<file path="config.mk">
export PLATFORM = sky130hd
export DESIGN_NAME = router_mesh_xbar
export DESIGN_NICKNAME = d
export VERILOG_FILES = /design/src/rtl/router_pkg.sv /design/src/rtl/router_out_arbiter.sv /design/src/rtl/router_mesh_xbar.sv
export SDC_FILE = /design/constraint.sdc
export NUM_CORES = 2
export LEC_CHECK = 0
export BUFFER_PORTS_ARGS = -buffer_cell sky130_fd_sc_hd__clkbuf_2
export CAP_MARGIN = 25
export CORE_MARGIN = 4
export CORE_UTILIZATION = 55
export DETAILED_ROUTE_END_ITERATION = 8
export GPL_TIMING_DRIVEN = 0
export PLACE_DENSITY = 0.72
export SLEW_MARGIN = 20
export SYNTH_ARGS = -nofsm -noshare
export SYNTH_HDL_FRONTEND = slang
export SYNTH_SLANG_ARGS = --single-unit
</file>
<file path="constraint.sdc">
create_clock -name clk_i -period 14.2 [get_ports clk_i]
set_input_delay 2.84 -clock clk_i [delete_from_list [all_inputs] [get_ports clk_i]]
set_output_delay 2.84 -clock clk_i [all_outputs]
set_load 0.02 [all_outputs]
</file>
<file path="src/rtl/router_pkg.sv">
// Shared types, port map and header/route helpers for the mesh crossbar router.
package router_pkg;

    localparam int unsigned AXIS_DATA_WIDTH = 32;

    typedef struct packed {
        logic                       tvalid;
        logic [AXIS_DATA_WIDTH-1:0] tdata;
        logic                       tlast;
    } axis_mosi_t;

    typedef struct packed {
        logic tready;
    } axis_miso_t;

    // Mesh ports follow the local ports, so these are offsets from LOCAL_PORTS.
    localparam int unsigned PORT_NORTH = 0;
    localparam int unsigned PORT_EAST  = 1;
    localparam int unsigned PORT_SOUTH = 2;
    localparam int unsigned PORT_WEST  = 3;

    typedef enum logic [1:0] {StIdle, StReq, StXfer, StDrop} in_state_e;

    function automatic int unsigned hdr_field(input logic [AXIS_DATA_WIDTH-1:0] data,
                                              input int unsigned lsb,
                                              input int unsigned width);
        logic [AXIS_DATA_WIDTH-1:0] mask;
        logic [AXIS_DATA_WIDTH-1:0] shifted;
        mask    = ~({AXIS_DATA_WIDTH{1'b1}} << width);
        shifted = (data >> lsb) & mask;
        return 32'(shifted);
    endfunction

    // XY routing: resolve the column first, then the row, then the local port.
    function automatic int unsigned route_compute(input int unsigned tx, input int unsigned ty,
                                                  input int unsigned tl, input int unsigned rx,
                                                  input int unsigned ry,
                                                  input int unsigned local_ports);
        if (tx > rx) return local_ports + PORT_EAST;
        if (tx < rx) return local_ports + PORT_WEST;
        if (ty > ry) return local_ports + PORT_SOUTH;
        if (ty < ry) return local_ports + PORT_NORTH;
        return tl;
    endfunction

endpackage

</file>
<file path="src/rtl/router_out_arbiter.sv">
// Locked round-robin arbiter for one router output; the grant is held until
// the packet's TLAST flit handshakes, then the pointer moves past the winner.
module router_out_arbiter #(
    parameter int unsigned N  = 6,
    localparam int unsigned IW = (N > 1) ? $clog2(N) : 1
) (
    input  logic          clk_i,
    input  logic          rst_n_i,
    input  logic [N-1:0]  req_i,
    input  logic          release_i,
    output logic          locked_o,
    output logic [IW-1:0] gnt_o,
    output logic [N-1:0]  issue_o
);

    logic          locked_q, locked_d;
    logic [IW-1:0] gnt_q, gnt_d;
    logic [IW-1:0] ptr_q, ptr_d;
    logic          found;
    int unsigned   cand;

    always_comb begin
        locked_d = locked_q;
        gnt_d    = gnt_q;
        ptr_d    = ptr_q;
        issue_o  = '0;
        found    = 1'b0;
        cand     = 0;
        if (locked_q) begin
            if (release_i) begin
                locked_d = 1'b0;
                ptr_d    = (gnt_q == IW'(N - 1)) ? '0 : gnt_q + 1'b1;
            end
        end else begin
            for (int unsigned k = 0; k < N; k++) begin
                cand = (32'(ptr_q) + k) % N;
                if (!found && req_i[IW'(cand)]) begin
                    found                = 1'b1;
                    locked_d             = 1'b1;
                    gnt_d                = IW'(cand);
                    issue_o[IW'(cand)]   = 1'b1;
                end
            end
        end
    end

    always_ff @(posedge clk_i or negedge rst_n_i) begin
        if (!rst_n_i) begin
            locked_q <= 1'b0;
            gnt_q    <= '0;
            ptr_q    <= '0;
        end else begin
            locked_q <= locked_d;
            gnt_q    <= gnt_d;
            ptr_q    <= ptr_d;
        end
    end

    assign locked_o = locked_q;
    assign gnt_o    = gnt_q;

endmodule

</file>
<file path="src/rtl/router_mesh_xbar.sv">
// Mesh router node: per-input FIFO and route FSM, per-output locked round-robin
// arbiter, combinational crossbar from the granted FIFO head to each output.
module router_mesh_xbar
    import router_pkg::*;
#(
    parameter int unsigned DATA_WIDTH      = 32,
    parameter int unsigned LOCAL_PORTS     = 2,
    parameter int unsigned BUFFER_LENGTH   = 16,
    parameter int unsigned MAX_ROUTERS_X   = 4,
    parameter int unsigned MAX_ROUTERS_Y   = 4,
    parameter int unsigned ROUTER_X        = 0,
    parameter int unsigned ROUTER_Y        = 0,
    localparam int unsigned CHANNEL_NUMBER = LOCAL_PORTS + 4
) (
    input  logic                      clk_i,
    input  logic                      rst_n_i,
    input  axis_mosi_t                in_mosi_i  [CHANNEL_NUMBER],
    output axis_miso_t                in_miso_o  [CHANNEL_NUMBER],
    output axis_mosi_t                out_mosi_o [CHANNEL_NUMBER],
    input  axis_miso_t                out_miso_i [CHANNEL_NUMBER],
    output logic [CHANNEL_NUMBER-1:0] drop_o
);

    localparam int unsigned X_W = (MAX_ROUTERS_X > 1) ? $clog2(MAX_ROUTERS_X) : 1;
    localparam int unsigned Y_W = (MAX_ROUTERS_Y > 1) ? $clog2(MAX_ROUTERS_Y) : 1;
    localparam int unsigned L_W = (LOCAL_PORTS > 1) ? $clog2(LOCAL_PORTS) : 1;
    localparam int unsigned AW  = $clog2(BUFFER_LENGTH);
    localparam int unsigned PW  = $clog2(CHANNEL_NUMBER);

    logic                      empty     [CHANNEL_NUMBER];
    logic [DATA_WIDTH-1:0]     head_data [CHANNEL_NUMBER];
    logic                      head_last [CHANNEL_NUMBER];
    logic [CHANNEL_NUMBER-1:0] req_by_in [CHANNEL_NUMBER];
    logic [CHANNEL_NUMBER-1:0] issue     [CHANNEL_NUMBER];
    logic                      out_valid [CHANNEL_NUMBER];
    logic                      out_hs    [CHANNEL_NUMBER];

    for (genvar i = 0; i < CHANNEL_NUMBER; i++) begin : g_in
        logic [AW:0]                wr_ptr_q, wr_ptr_d, rd_ptr_q, rd_ptr_d;
        logic [DATA_WIDTH:0]        mem_q [BUFFER_LENGTH];
        logic                       full, tready, push, pop, drop, granted, misaddr;
        logic [PW-1:0]              route_q, route_d, route_now;
        logic [CHANNEL_NUMBER-1:0]  req_vec;
        logic [AXIS_DATA_WIDTH-1:0] head_ext;
        int unsigned                tx, ty, tl;
        in_state_e                  state_q, state_d;

        assign full     = (wr_ptr_q[AW-1:0] == rd_ptr_q[AW-1:0]) && (wr_ptr_q[AW] != rd_ptr_q[AW]);
        assign empty[i] = (wr_ptr_q == rd_ptr_q);
        assign tready   = rst_n_i && !full;
        assign push     = in_mosi_i[i].tvalid && tready;
        assign wr_ptr_d = wr_ptr_q + {{AW{1'b0}}, push};
        assign rd_ptr_d = rd_ptr_q + {{AW{1'b0}}, pop};

        assign in_miso_o[i]                  = axis_miso_t'{tready: tready};
        assign {head_last[i], head_data[i]}  = mem_q[rd_ptr_q[AW-1:0]];
        assign head_ext  = AXIS_DATA_WIDTH'(head_data[i]);
        assign tx        = hdr_field(head_ext, 0, X_W);
        assign ty        = hdr_field(head_ext, X_W, Y_W);
        assign tl        = hdr_field(head_ext, X_W + Y_W, L_W);
        assign misaddr   = (tx >= MAX_ROUTERS_X) || (ty >= MAX_ROUTERS_Y) || (tl >= LOCAL_PORTS);
        assign route_now = PW'(route_compute(tx, ty, tl, ROUTER_X, ROUTER_Y, LOCAL_PORTS));
        assign req_by_in[i] = req_vec;
        assign drop_o[i]    = drop;

        always_comb begin
            granted = 1'b0;
            for (int o = 0; o < CHANNEL_NUMBER; o++) granted = granted | issue[o][i];
        end

        // Request straight from IDLE so a fresh header is granted the cycle after its write.
        always_comb begin
            req_vec = '0;
            if (state_q == StIdle && !empty[i] && !misaddr) req_vec[route_now] = 1'b1;
            else if (state_q == StReq)                       req_vec[route_q]   = 1'b1;
        end

        always_comb begin
            state_d = state_q;
            route_d = route_q;
            pop     = 1'b0;
            drop    = 1'b0;
            unique case (state_q)
                StIdle: begin
                    if (!empty[i]) begin
                        if (misaddr) begin
                            pop     = 1'b1;
                            drop    = 1'b1;
                            state_d = head_last[i] ? StIdle : StDrop;
                        end else begin
                            route_d = route_now;
                            state_d = granted ? StXfer : StReq;
                        end
                    end
                end
                StReq: if (granted) state_d = StXfer;
                StXfer: begin
                    if (out_hs[route_q]) begin
                        pop = 1'b1;
                        if (head_last[i]) state_d = StIdle;
                    end
                end
                StDrop: begin
                    if (!empty[i]) begin
                        pop = 1'b1;
                        if (head_last[i]) state_d = StIdle;
                    end
                end
                default: state_d = StIdle;
            endcase
        end

        always_ff @(posedge clk_i or negedge rst_n_i) begin
            if (!rst_n_i) begin
                wr_ptr_q <= '0;
                rd_ptr_q <= '0;
                route_q  <= '0;
                state_q  <= StIdle;
            end else begin
                wr_ptr_q <= wr_ptr_d;
                rd_ptr_q <= rd_ptr_d;
                route_q  <= route_d;
                state_q  <= state_d;
            end
        end

        always_ff @(posedge clk_i) begin
            if (push) mem_q[wr_ptr_q[AW-1:0]] <= {in_mosi_i[i].tlast, in_mosi_i[i].tdata[DATA_WIDTH-1:0]};
        end
    end

    for (genvar o = 0; o < CHANNEL_NUMBER; o++) begin : g_out
        logic                      locked;
        logic [PW-1:0]             gnt;
        logic [CHANNEL_NUMBER-1:0] req_col;

        always_comb begin
            req_col = '0;
            for (int i = 0; i < CHANNEL_NUMBER; i++) req_col[i] = req_by_in[i][o];
        end

        assign out_valid[o]  = locked && !empty[gnt];
        assign out_hs[o]     = out_valid[o] && out_miso_i[o].tready;
        assign out_mosi_o[o] = axis_mosi_t'{tvalid: out_valid[o],
                                            tdata:  AXIS_DATA_WIDTH'(head_data[gnt]),
                                            tlast:  head_last[gnt]};

        router_out_arbiter #(
            .N(CHANNEL_NUMBER)
        ) u_arb (
            .clk_i    (clk_i),
            .rst_n_i  (rst_n_i),
            .req_i    (req_col),
            .release_i(out_hs[o] && head_last[gnt]),
            .locked_o (locked),
            .gnt_o    (gnt),
            .issue_o  (issue[o])
        );
    end

endmodule
</file>
==> out/qor_table.md <==
| Stage | Parameter | Value |
|---|---|---|
| run status | Run status | finished clean |
| timing | Highest Clock Rate | 0.1014 GHz |
| cts | Number of buffers added by the clock tree synthesis step | 343 |
| setup path | R2r setup slk | 7.79 ns |
| timing | Worst slew margin relative to its limit | 17.13% |
| timing | Clock period minus worst slack | 9.864 ns |
| cts | Clock tree root driver cell | clkbuf_16 |
| setup path | Crit path kind | reg -> out |
| placement | Dpl ws | 5.231 ns |
| detailed routing | Per-cell routed wire length | 38.64 microns |
| power and ir drop | Highest ir drop seen on vdd | 0.2239 mV |
| placement | Detailed Place HPWL | 335200 microns |
| power and ir drop | P_int | 23.86 mW |
| power and ir drop | Power per cell area | 258.7 nW/um^2 |
| cts | Clock-pin slew reported for the worst setup and hold paths after clock tree synthesis | 0.06 ns |
| power and ir drop | Psw | 18.94 mW |
| yosys | Flop and latch count out of synthesis | 3300 |
| yosys | Average size of a mapped cell | 19.01 sq um |
| setup path | Startpoint of the worst-slack reg-to-reg timing path | g_out[2].u_arb.ptr_q[0]$_DFFE_PN0P_ |
| cts | # H-tree levels | 5 |
| final layout | Multi-input gate area in the final layout | 42410 sq um |
| yosys | Synth cell types | 116 |
| final layout | Total of fill cells in the finished design | 16956 |
| timing | Worst-case setup margin in the final layout | 4.336 ns |
| power and ir drop | Static Leakage | 54.73 nW |
| grt | Via count of the first global-routing pass | 82994 |
| detailed routing | Number of optimization iterations in the first detailed-route pass | 8 |
| power and ir drop | Clock network power share | 20.2% |
| yosys | Proportion of synthesized flip-flops having asynchronous set or reset | 4.000% |
| timing | Final sum of negative setup slack | 0 ns |
| floorplan | Row cnt | 186 |
| grt | Antenna violations before repair | 78 |
| final layout | Area taken by flip-flops and latches | 98430 sq um |
| placement | Cell Area, Placed | 154300 sq um |
| placement | Final weighted congestion in routability-driven placement | 1.028 |
| yosys | Yosys warns | 0 |
| detailed routing | Detailed-route via count | 84302 |
| worst hold path | Hold Path Origin | g_in[4].wr_ptr_q[4]$_DFF_PN0_ |
| setup path | Slowest stage cell on the critical path | clkbuf_1 |
| setup path | Number of cells on the worst reg-to-reg path | 20 |
| setup path | Cell-by-cell listing of the critical path | buf_2, clkbuf_1, clkbuf_1, clkbuf_1, buf_1, mux4_2, mux4_2, mux4_2, nand2_1, o21ai_0, clkbuf_2 |
| timing | Setup repair after global routing missed its margin | no |
| final layout | Post-route cell area | 165400 sq um |
| floorplan | I/O pin total | 428 |
| detailed routing | WL final | 474600 microns |
| yosys | Cell area after synthesis | 142600 sq um |
| setup path | Critical-path maximum fanout | 10 |
| power and ir drop | Share of total power in sequential cells | 27.3% |
| cts | CTS tree | yes |
| setup path | Delay of the slowest critical-path stage | 0.81 ns |
| grt | Wire length of the first global-routing pass | 657500 microns |
| yosys | Portion of the post-synthesis area used by sequential elements | 69.02% |
| placement | Port buffer count | 421 |
| timing | Final setup violation count | 0 |
| timing | Clk_skew | 0.09127 ns |
| floorplan | Die width | 517.2 microns |
| cts | Max clock buf depth | 4 |
| worst hold path | Min-Delay Path Depth | 1 |
| cts | Resized cells post-CTS | 0 |
| cts | Cts-stage hold buffer count | 0 |
| timing | Hold Fails Final Rpt | 0 |
| detailed routing | Starting DRC count in detailed routing | 12274 |
| floorplan | Die Ht | 517.2 microns |
| job | Max-cap violation count | 0 |
| floorplan | Initial Util | 55.41% |
| timing | Number of slew-limit violations in the final report | 0 |
| yosys | Dominant register cell in the synthesized netlist | edfxtp_1 |
| setup path | Reg-to-reg critical path endpoint | g_in[3].state_q[1]$_DFFE_PN0P_ |
| setup path | Required time of the worst setup path | 11.36 ns |
| floorplan | Placeable core area | 257400 sq um |
| detailed routing | Vias per std cell | 6.863 |
| final layout | Fraction of final layout cells sized beyond drive strength 1 | 29.96% |
| floorplan | Die area | 267500 sq um |
| setup path | Capturing element type of the critical path | output port |
| detailed routing | Remaining routing DRC violations | 0 |
| grt | Largest net degree at the start of global routing | 75 |
| power and ir drop | Share of total power in combinational logic | 52.5% |
| worst hold path | Path class of the lowest-slack min-delay path | reg -> reg |
| setup path | Critical path launch point type | register |
| timing | Slew @ Worst Pin | 1.243 ns |
| grt | Congestion Overflow GR | 0 |
| cts | Clock latency on the worst-skew pair | 0.99 ns |
| cts | Number of sinks on the clock net | 3300 |
| worst hold path | Hold-critical path endpoint | g_in[4].wr_ptr_q[4]$_DFF_PN0_ |
| grt | Global-route usage over all layers | 35.66% |
| yosys | Number of enable-type register cells in the synthesized netlist | 3168 |
| final layout | Nets | 8907 |
| power and ir drop | Proportion of total power due to net switching | 44.26% |
| yosys | Count of mapped cells out of synthesis | 7501 |
| timing | Final clock period utilization by the worst path | 69.46% |
| setup path | Data arrival time of the worst path | 7.02 ns |
| cts | Setup Fix Bufs, Post-CTS | 0 |
| final layout | Relative area change from synthesis to final layout | 16.01% |
| detailed routing | Antenna Nets Post-Route | 0 |
==> critical path, delay by kind of cell (launching register included) <==
family	cells	cell delay (ns)
buf+inv	6	3.38
compound gates	1	0.42
simple gates	1	0.08
mux	3	1.88
flops	1	0.36
==> through the flow <==
stage	hold slack, ns	std cells	util (%)	total power, mW
floorplan	0.4645	7506	-	23.95
finish	0.4928	12283	64.28	42.80
global route	0.5128	12244	64.24	43.81
detailed placement	0.4814	11605	59.96	33.31
CTS	0.4955	12204	64.09	41.99
global placement	0.4808	11311	57.88	32.61
==> power by group through the flow <==
| stage | sequential (mW) | clock (mW) | combinational, mW |
|---|---|---|---|
| 6_report | 11.7 | 8.66 | 22.5 |
| 5_1_grt | 11.7 | 9.19 | 22.9 |
| 4_1_cts | 11.7 | 8.72 | 21.6 |
| 3_5_place_dp | 11.9 | 0 | 21.5 |
| 3_3_place_gp | 11.9 | 0 | 20.7 |
| 2_1_floorplan | 11.8 | 0 | 12.2 |
==> cells in the final DEF, fill, tap and decap left out, types with 88 or more instances in the layout <==
cell type  instances
o22ai_1          121
nor2_1           245
inv_1            178
a21oi_1          189
buf_1             88
o21ai_0          167
clkbuf_16        346
nand3_1           91
mux4_2          1128
buf_6             91
clkbuf_1         335
edfxtp_1        3168
mux2i_1          246
ha_1             101
clkbuf_2         434
buf_4            121
dfrtp_1          132
nand2_1          297
==> cell usage after synthesis, types with 10 or more instances <==
cell type	n	share of area [%]
o221ai_1	21	0.13
a221oi_1	17	0.10
nand3_1	91	0.32
nand2_1	297	0.78
nor3b_1	13	0.068
edfxtp_1	3168	67
a21oi_1	189	0.66
buf_6	10	0.079
and3_1	21	0.092
a21boi_0	10	0.053
buf_1	114	0.30
buf_4	23	0.12
mux4_2	1128	18
inv_1	178	0.47
o22ai_1	128	0.56
nor2b_1	57	0.25
buf_2	31	0.11
and2_1	29	0.13
a22o_1	11	0.068
a211o_1	12	0.074
a22oi_1	25	0.13
xnor2_1	59	0.36
o211ai_1	26	0.14
nand4_1	16	0.070
clkbuf_1	268	0.71
or3_1	23	0.10
a21o_1	13	0.068
xor2_1	36	0.22
mux2i_1	248	1.7
nand2b_1	47	0.21
a31oi_1	32	0.14
dfrtp_1	132	2.3
a211oi_1	25	0.13
or2_2	15	0.066
mux2_2	39	0.31
nand3b_1	16	0.084
nor2_1	317	0.83
o21ai_0	186	0.65
nor4_1	12	0.053
o31ai_1	10	0.053
ha_1	101	0.89
nor3_1	75	0.26
==> logic make-up (layout without fill, tap and decap cells) <==
family / Yosys count / count (layout) / synth area share, %
flip-flops: 3300 / 3300 / 69.02
multiplexers: 1419 / 1419 / 19.91
AND/OR/NAND/NOR: 1087 / 1087 / 3.733
AO/OA/AOI/OAI: 865 / 865 / 4.041
buffers and inverters: 632 / 1974 / 1.812
adder cells (fa/ha/maj): 101 / 101 / 0.8861
XOR/XNOR: 96 / 96 / 0.5948
other: 1 / 57 / 0.002629
==> per-layer routing <==
| layer | global-route usage [%] | vias to the layer above | routed length, microns | share of wire (%) |
|---|---|---|---|---|
| met4 | 25.99 | 54 | 43020 | 9.1 |
| li1 | - | 33426 | - | - |
| met5 | 0 | - | 334 | 0.070 |
| met2 | 53.84 | 5610 | 218500 | 46 |
| met1 | 45.11 | 43997 | 161100 | 34 |
| met3 | 9.328 | 1215 | 51590 | 11 |
==> registers in the layout (all words and copies together), names as in the netlist <==
signal                count
g_in.mem_q             3168
g_in.rd_ptr_q            30
g_in.route_q             18
g_in.state_q             12
g_in.wr_ptr_q            30
g_out.u_arb.gnt_o        18
g_out.u_arb.locked_o      6
g_out.u_arb.ptr_q        18
==> worst max-delay path by stage <==
stage | startpoint | to | slack (ns)
2_1_floorplan | g_in[0].rd_ptr_q[0]$_DFF_PN0_ | out_mosi_o[8] | 7.17
5_1_grt | g_in[0].rd_ptr_q[0]$_DFF_PN0_ | out_mosi_o[30] | 3.98
6_report | g_in[0].rd_ptr_q[0]$_DFF_PN0_ | out_mosi_o[132] | 4.34
4_1_cts | g_in[0].rd_ptr_q[0]$_DFF_PN0_ | out_mosi_o[30] | 4.18
3_5_place_dp | g_in[0].rd_ptr_q[0]$_DFF_PN0_ | out_mosi_o[30] | 5.23
3_3_place_gp | rst_n_i | g_in[1].mem_q[0][7]$_DFFE_PP_ | 1.10
==> layout make-up <==
type	instances	share of cell area, %
Buffer	447	1.167
Tap cell	3384	2.559
Multi-Input combinational cell	3574	25.63
Clock buffer	429	5.482
Sequential cell	3300	59.50
Antenna cell	51	0.07714
Timing Repair Buffer	743	4.221
Clock inverter	170	0.9476
Inverter	185	0.4197
Power figures use the tool's default switching activity.
